## src/rtl/err_power_monitor.sv

```systemverilog
// -----------------------------------------------------------------------------
// err_power_monitor
//
// Purpose:
//   Watches the signed error stream of an adaptive FIR and reports the
//   mean-square error over windows of 2**LOG2_WIN valid samples. It also
//   tracks convergence. The monitor locks once N_CONSEC consecutive windows
//   have an MSE strictly below i_threshold. It drops lock on the first window
//   whose MSE is at or above i_threshold.
//
// Ports:
//   i_clk        in   1        clock, rising edge
//   i_rst_n      in   1        asynchronous active-low reset
//   i_en         in   1        monitor enable; low forces IDLE and clears counters
//   i_valid      in   1        qualifier for i_err
//   i_err        in   NB_DATA  signed error sample, fixed point (NB_DATA,NB_DATA-1)
//   i_threshold  in   NB_DATA  unsigned MSE threshold U(NB_DATA,NB_DATA-1)
//   o_mse        out  NB_DATA  unsigned windowed MSE U(NB_DATA,NB_DATA-1)
//   o_mse_valid  out  1        one-cycle pulse when o_mse is updated
//   o_converged  out  1        level, high while the monitor is LOCKED
//   o_lost       out  1        one-cycle pulse on the LOCKED -> TRACK transition
// -----------------------------------------------------------------------------
module err_power_monitor #(
  parameter int NB_DATA  = 16,
  parameter int LOG2_WIN = 4,
  parameter int N_CONSEC = 4
) (
  input  logic               i_clk,
  input  logic               i_rst_n,
  input  logic               i_en,
  input  logic               i_valid,
  input  logic [NB_DATA-1:0] i_err,
  input  logic [NB_DATA-1:0] i_threshold,
  output logic [NB_DATA-1:0] o_mse,
  output logic               o_mse_valid,
  output logic               o_converged,
  output logic               o_lost
);

  localparam int SQ_W  = 2 * NB_DATA;
  localparam int ACC_W = NB_DATA + LOG2_WIN;
  localparam int CNT_W = 8;

  // Sample index of the last sample in a window (all ones).
  localparam logic [LOG2_WIN-1:0] WIN_LAST = '1;
  localparam logic [CNT_W-1:0]    LOCK_CNT = CNT_W'(N_CONSEC);

  typedef enum logic [1:0] {
    IDLE   = 2'd0,
    TRACK  = 2'd1,
    LOCKED = 2'd2
  } state_t;

  // ---------------------------------------------------------------------------
  // Stage 1: square the error sample.
  // ---------------------------------------------------------------------------
  logic signed [SQ_W-1:0] sq_full;
  logic [NB_DATA-1:0]     sq_r;
  logic                   sq_v;

  // The product of two (N,N-1) numbers is (2N,2N-2). Bit 2N-1 carries only
  // a redundant sign. The (N,N-1) square therefore sits in bits
  // [2N-2 -: N]. The largest square (-1.0)^2 maps to exactly 0x8000 and
  // needs no saturation.
  assign sq_full = $signed(i_err) * $signed(i_err);

  logic unused_sq_bits;
  assign unused_sq_bits = ^{sq_full[SQ_W-1], sq_full[NB_DATA-2:0]};

  always_ff @(posedge i_clk or negedge i_rst_n) begin
    if (!i_rst_n) begin
      sq_r <= '0;
      sq_v <= 1'b0;
    end else begin
      // A disabled monitor must not leave a squared sample in flight. Such a
      // sample would leak into the first window after re-enable.
      sq_v <= i_en & i_valid;
      if (i_en && i_valid) begin
        sq_r <= sq_full[SQ_W-2 -: NB_DATA];
      end
    end
  end

  // ---------------------------------------------------------------------------
  // Stage 2: window accumulation.
  // ---------------------------------------------------------------------------
  logic [ACC_W-1:0]    acc;
  logic [ACC_W-1:0]    acc_sum;
  logic [LOG2_WIN-1:0] sample_cnt;
  logic                win_end;
  logic [NB_DATA-1:0]  mean;
  logic                below;

  // The accumulator is NB_DATA+LOG2_WIN bits wide. It holds 2**LOG2_WIN
  // squares of at most 0x8000 and so cannot overflow.
  assign acc_sum = acc + {{LOG2_WIN{1'b0}}, sq_r};

  // The window closes on the edge that absorbs its last squared sample.
  assign win_end = i_en & sq_v & (sample_cnt == WIN_LAST);

  // A shift right by LOG2_WIN with truncation is a plain bit select.
  assign mean  = acc_sum[LOG2_WIN +: NB_DATA];
  assign below = (mean < i_threshold);

  always_ff @(posedge i_clk or negedge i_rst_n) begin
    if (!i_rst_n) begin
      acc        <= '0;
      sample_cnt <= '0;
    end else if (!i_en) begin
      acc        <= '0;
      sample_cnt <= '0;
    end else if (sq_v) begin
      if (win_end) begin
        acc        <= '0;
        sample_cnt <= '0;
      end else begin
        acc        <= acc_sum;
        sample_cnt <= sample_cnt + LOG2_WIN'(1);
      end
    end
  end

  // ---------------------------------------------------------------------------
  // Convergence FSM.
  // ---------------------------------------------------------------------------
  state_t           state;
  state_t           state_next;
  logic [CNT_W-1:0] cnt;
  logic [CNT_W-1:0] cnt_next;
  logic [CNT_W-1:0] cnt_inc;
  logic             lost_next;

  // cnt never exceeds N_CONSEC-1, which is at most 254, so the increment
  // fits in CNT_W bits.
  assign cnt_inc = cnt + CNT_W'(1);

  always_ff @(posedge i_clk or negedge i_rst_n) begin
    if (!i_rst_n) begin
      state <= IDLE;
      cnt   <= '0;
    end else begin
      state <= state_next;
      cnt   <= cnt_next;
    end
  end

  always_comb begin
    state_next = state;
    cnt_next   = cnt;
    lost_next  = 1'b0;

    if (!i_en) begin
      state_next = IDLE;
      cnt_next   = '0;
    end else begin
      case (state)
        IDLE: begin
          state_next = TRACK;
          cnt_next   = '0;
        end

        TRACK: begin
          if (win_end) begin
            if (below) begin
              if (cnt_inc == LOCK_CNT) begin
                state_next = LOCKED;
                cnt_next   = '0;
              end else begin
                cnt_next = cnt_inc;
              end
            end else begin
              // An equal or higher window breaks the run of good windows.
              cnt_next = '0;
            end
          end
        end

        LOCKED: begin
          if (win_end && !below) begin
            state_next = TRACK;
            cnt_next   = '0;
            lost_next  = 1'b1;
          end
        end

        default: begin
          state_next = IDLE;
          cnt_next   = '0;
        end
      endcase
    end
  end

  assign o_converged = (state == LOCKED);

  // ---------------------------------------------------------------------------
  // Output registers. o_mse keeps its last value while disabled. The pulse
  // outputs are cleared.
  // ---------------------------------------------------------------------------
  always_ff @(posedge i_clk or negedge i_rst_n) begin
    if (!i_rst_n) begin
      o_mse       <= '0;
      o_mse_valid <= 1'b0;
      o_lost      <= 1'b0;
    end else if (!i_en) begin
      o_mse_valid <= 1'b0;
      o_lost      <= 1'b0;
    end else begin
      o_mse_valid <= win_end;
      o_lost      <= lost_next;
      if (win_end) begin
        o_mse <= mean;
      end
    end
  end

endmodule

```

## config.mk

```make
export PLATFORM = sky130hd
export DESIGN_NAME = err_power_monitor
export DESIGN_NICKNAME = d
export VERILOG_FILES = /design/src/rtl/err_power_monitor.sv
export SDC_FILE = /design/constraint.sdc
export NUM_CORES = 1
export LEC_CHECK = 0
export ABC_AREA = 1
export BUFFER_PORTS_ARGS = -buffer_cell sky130_fd_sc_hd__clkbuf_2
export CAP_MARGIN = 10
export CORE_MARGIN = 2
export CORE_UTILIZATION = 37
export CTS_BUF_LIST = sky130_fd_sc_hd__clkbuf_8
export CTS_CLUSTER_DIAMETER = 80
export CTS_CLUSTER_SIZE = 12
export DETAILED_ROUTE_END_ITERATION = 7
export PLACE_DENSITY = 0.54
export SYNTH_ARGS = -nofsm -noshare
export SYNTH_HDL_FRONTEND = slang
export SYNTH_SLANG_ARGS = --single-unit
export TNS_END_PERCENT = 100
```

## constraint.sdc

```tcl
create_clock -name i_clk -period 4.8 [get_ports i_clk]
set_input_delay 0.24 -clock i_clk [delete_from_list [all_inputs] [get_ports i_clk]]
set_output_delay 0.24 -clock i_clk [all_outputs]
set_load 0.1 [all_outputs]
```

==> flow_metrics.env <==
export IMPL_status="complete, but fails checks"
export IMPL_failed_checks="negative setup slack"
export IMPL_cts_buffers=9
export IMPL_syn_to_final_growth_pct=27.35
export IMPL_hold_viol=0
export IMPL_wl_um=30340
export IMPL_wl_per_cell_um=13.41
export IMPL_netlist_top_cells_area="fa_1 (35%), dfrtp_1 (13%), inv_1 (13%), ha_1 (12%), nand2_1 (9.7%)"
export IMPL_yosys_warnings=0
export IMPL_clock_path_buffers=2
export IMPL_fp_dieH_um=191.6
export IMPL_syn_num_nets=1976
export IMPL_synth_top_area_cell="fa_1"
export IMPL_path_cells="clkbuf_16 > buf_12 > nand2_4 > inv_2 > fa_2 > inv_2 > fa_2 > inv_4 > fa_1 > fa_1 > fa_1 > inv_1 > fa_1 > inv_2 > ha_4 > nand2_2 > o211ai_1 > a211oi_2 > o211ai_1 > buf_4 > or2_4 > nand3_2 > nand2_1"
export IMPL_ys_types=45
export IMPL_clock_fmax_ghz=0.1961
export IMPL_cts_tree="done"
export IMPL_synth_cells=1590
export IMPL_nNetsFinal=2189
export IMPL_cts_root_buffer="clkbuf_8"
export IMPL_required_ns=5.04
export IMPL_dr_pass1_iters=4
export IMPL_clock_sinks=69
export IMPL_drc=0
export IMPL_ys_flop_type="dfrtp_1"
export IMPL_stdcell_area_sq_mm=0.01658
export IMPL_cpPeakStageDelay_ns=0.63
export IMPL_routabilityCongestion=0.8316
export IMPL_viasPerCell=4.604
export IMPL_slowest_stage="fa_2"
export IMPL_hp_class="in2async"
export IMPL_antennaDiodeCount=0
export IMPL_cp_max_fo=6
export IMPL_gr_total_overflow=0
export IMPL_grt_util_met3_pct=2.010
export IMPL_critPathCaptureType="flip-flop"
export IMPL_hold_buffers=0
export IMPL_tns_ns=-2.825
export IMPL_arrival_ns=5.34
export IMPL_clk_pin_slew_ns=0.07
export IMPL_n_fill_cell=3388
export IMPL_crit_type="in2reg"
export IMPL_synth_edf_count=0
export IMPL_async_flop_share_pct=100.0
export IMPL_ys_seq_area_share_pct=13.26
export IMPL_finalSetupViolCount=16
export IMPL_fin_cells=2263
export IMPL_ys_ff_latch=69
export IMPL_start_util_pct=37.60
export IMPL_num_io_pins=55
export IMPL_maxCapViolations=0
export IMPL_die_area_sq_mm=0.03670
export IMPL_vias=10418
export IMPL_drv_slew=0
export IMPL_timing_final_ws_setup_ns=-0.3003
export IMPL_critPathLaunchType="primary input"
export IMPL_met2_usage_pct=33.05
export IMPL_synth_avg_cell_area_sq_um=8.189
export IMPL_clk_latency_ns=0.36
export IMPL_syn_area_sq_mm=0.01302
export IMPL_h_tree_depth=3
export IMPL_std_cell_rows=68
export IMPL_io_buffers=54
export IMPL_finalCritPeriodShare_pct=106.3
export IMPL_worst_pin_slew_ns=0.9091
export IMPL_initialDrtViolationCount=380
export IMPL_rsz0062_at_grt="yes"
export IMPL_drtAntennaViolNets=0
export IMPL_min_period_ns=5.100
export IMPL_track_usage_pct=17.92
export IMPL_place_area_sq_mm=0.01537
export IMPL_grt_max_degree=70
export IMPL_slew_headroom_pct=39.17
export IMPL_skew_ns=0.01042
export IMPL_core_area_sq_mm=0.03463
export IMPL_busiest_layer="met2"
export IMPL_grt_pass1_wl_um=53030
export IMPL_layout_commonest_cell="inv_1"
export IMPL_dieWidth_um=191.6
export IMPL_whs_ns=0.07676
export IMPL_crit_path_frequent_cell="fa_1"
export IMPL_grt_pass1_vias=11404
export IMPL_synth_top_area_share_pct=35.36
export IMPL_use_met1_pct=22.84
export IMPL_dp_hpwl_um=25180
export IMPL_dp_cells=2221
export IMPL_antenna_found_initial=0
export IMPL_final_cell_mix="inv_1 (408), nand2_1 (283), fa_1 (219)"
export IMPL_drive_above_1_share_pct=26.11
[synth_stat cells (all sizes together), types with 9 or more instances]
cell type	instances
a21o	9
a21oi	51
a22o	9
clkbuf	38
dfrtp	69
fa	230
ha	120
inv	453
nand2	342
nand3	47
nand4	10
nor2	62
o21ai	46
or2	11
xnor2	19
xor2	29
[repair_timing]
action	4_1_cts	5_1_grt
cloned	1	2
gates resized for setup	111	95
endpoints found under the setup margin	16	16
pin swaps	58	87
setup buffers	16	9
[worst paths after layout]
check                                     startpoint                        end  slack (ns)  cells after the start
worst max-delay path                        i_err[3]       sq_r[13]$_DFFE_PN0P_       -0.30                     23
worst min-delay path                         i_rst_n         cnt[2]$_DFFE_PN0P_        0.08                      2
worst max register to register   sq_r[0]$_DFFE_PN0P_         cnt[3]$_DFFE_PN0P_        0.73                     22
worst min register to register  o_mse[0]$_DFFE_PN0P_       o_mse[0]$_DFFE_PN0P_        0.49                      2
max in group asynchronous                    i_rst_n         acc[1]$_DFFE_PN0P_        4.11                      2
min in group i_clk                              i_en  sample_cnt[2]$_DFFE_PN0P_        0.21                      3
[cell families (layout without fill, tap and decap cells)]
kind of cell	count (synthesis)	after routing	synth area share, %
buffers and inverters	494	712	14.37
xor gates and xnor gates	48	48	3.229
adders and majority gates	350	350	46.90
and+or+nand+nor	487	487	15.57
DFF	69	69	13.26
AOI/OAI and AO/OA	142	142	6.679
[metal layers]
layer,up-vias,wire length (um)
met4,0,471
met3,35,613
li1,5103,-
met5,-,0
met1,5189,13530
met2,91,15730
[final cells by class]
type	count	area (sq um)	share of cell area (%)
clock buffer	11	151.4	0.9131
multi-input combinational	1027	10300	62.11
sequential	69	1727	10.41
clock inverter	5	73.82	0.4452
tap	455	569.3	3.433
timing repair buffer	243	2053	12.38
inverter	453	1708	10.30
[stage by stage]
stage	utilization [%]	worst slack (ns)
3_3_place_gp	44.39	-1.002
6_report	47.88	-0.3003
3_5_place_dp	44.39	-1.013
4_1_cts	46.77	-0.2942
5_1_grt	47.88	-0.4955
2_1_floorplan	-	-0.4457
[registers in the layout (all words and copies together) (netlist names)]
signal / count
o_mse: 16
state: 2
o_lost: 1
cnt: 8
sq_r: 16
o_mse_valid: 1
acc: 20
sq_v: 1
sample_cnt: 4
[critical path: cells and delay by family]
kind                       cells  cell delay, ns
buffers and inverters          8            0.69
and+or+nand+nor                5            0.46
AOI/OAI and AO/OA              3            0.54
adders and majority gates      7            3.39
Power is not shown: default switching activity piles up to over one toggle a cycle in this logic, so the estimate is an artifact.
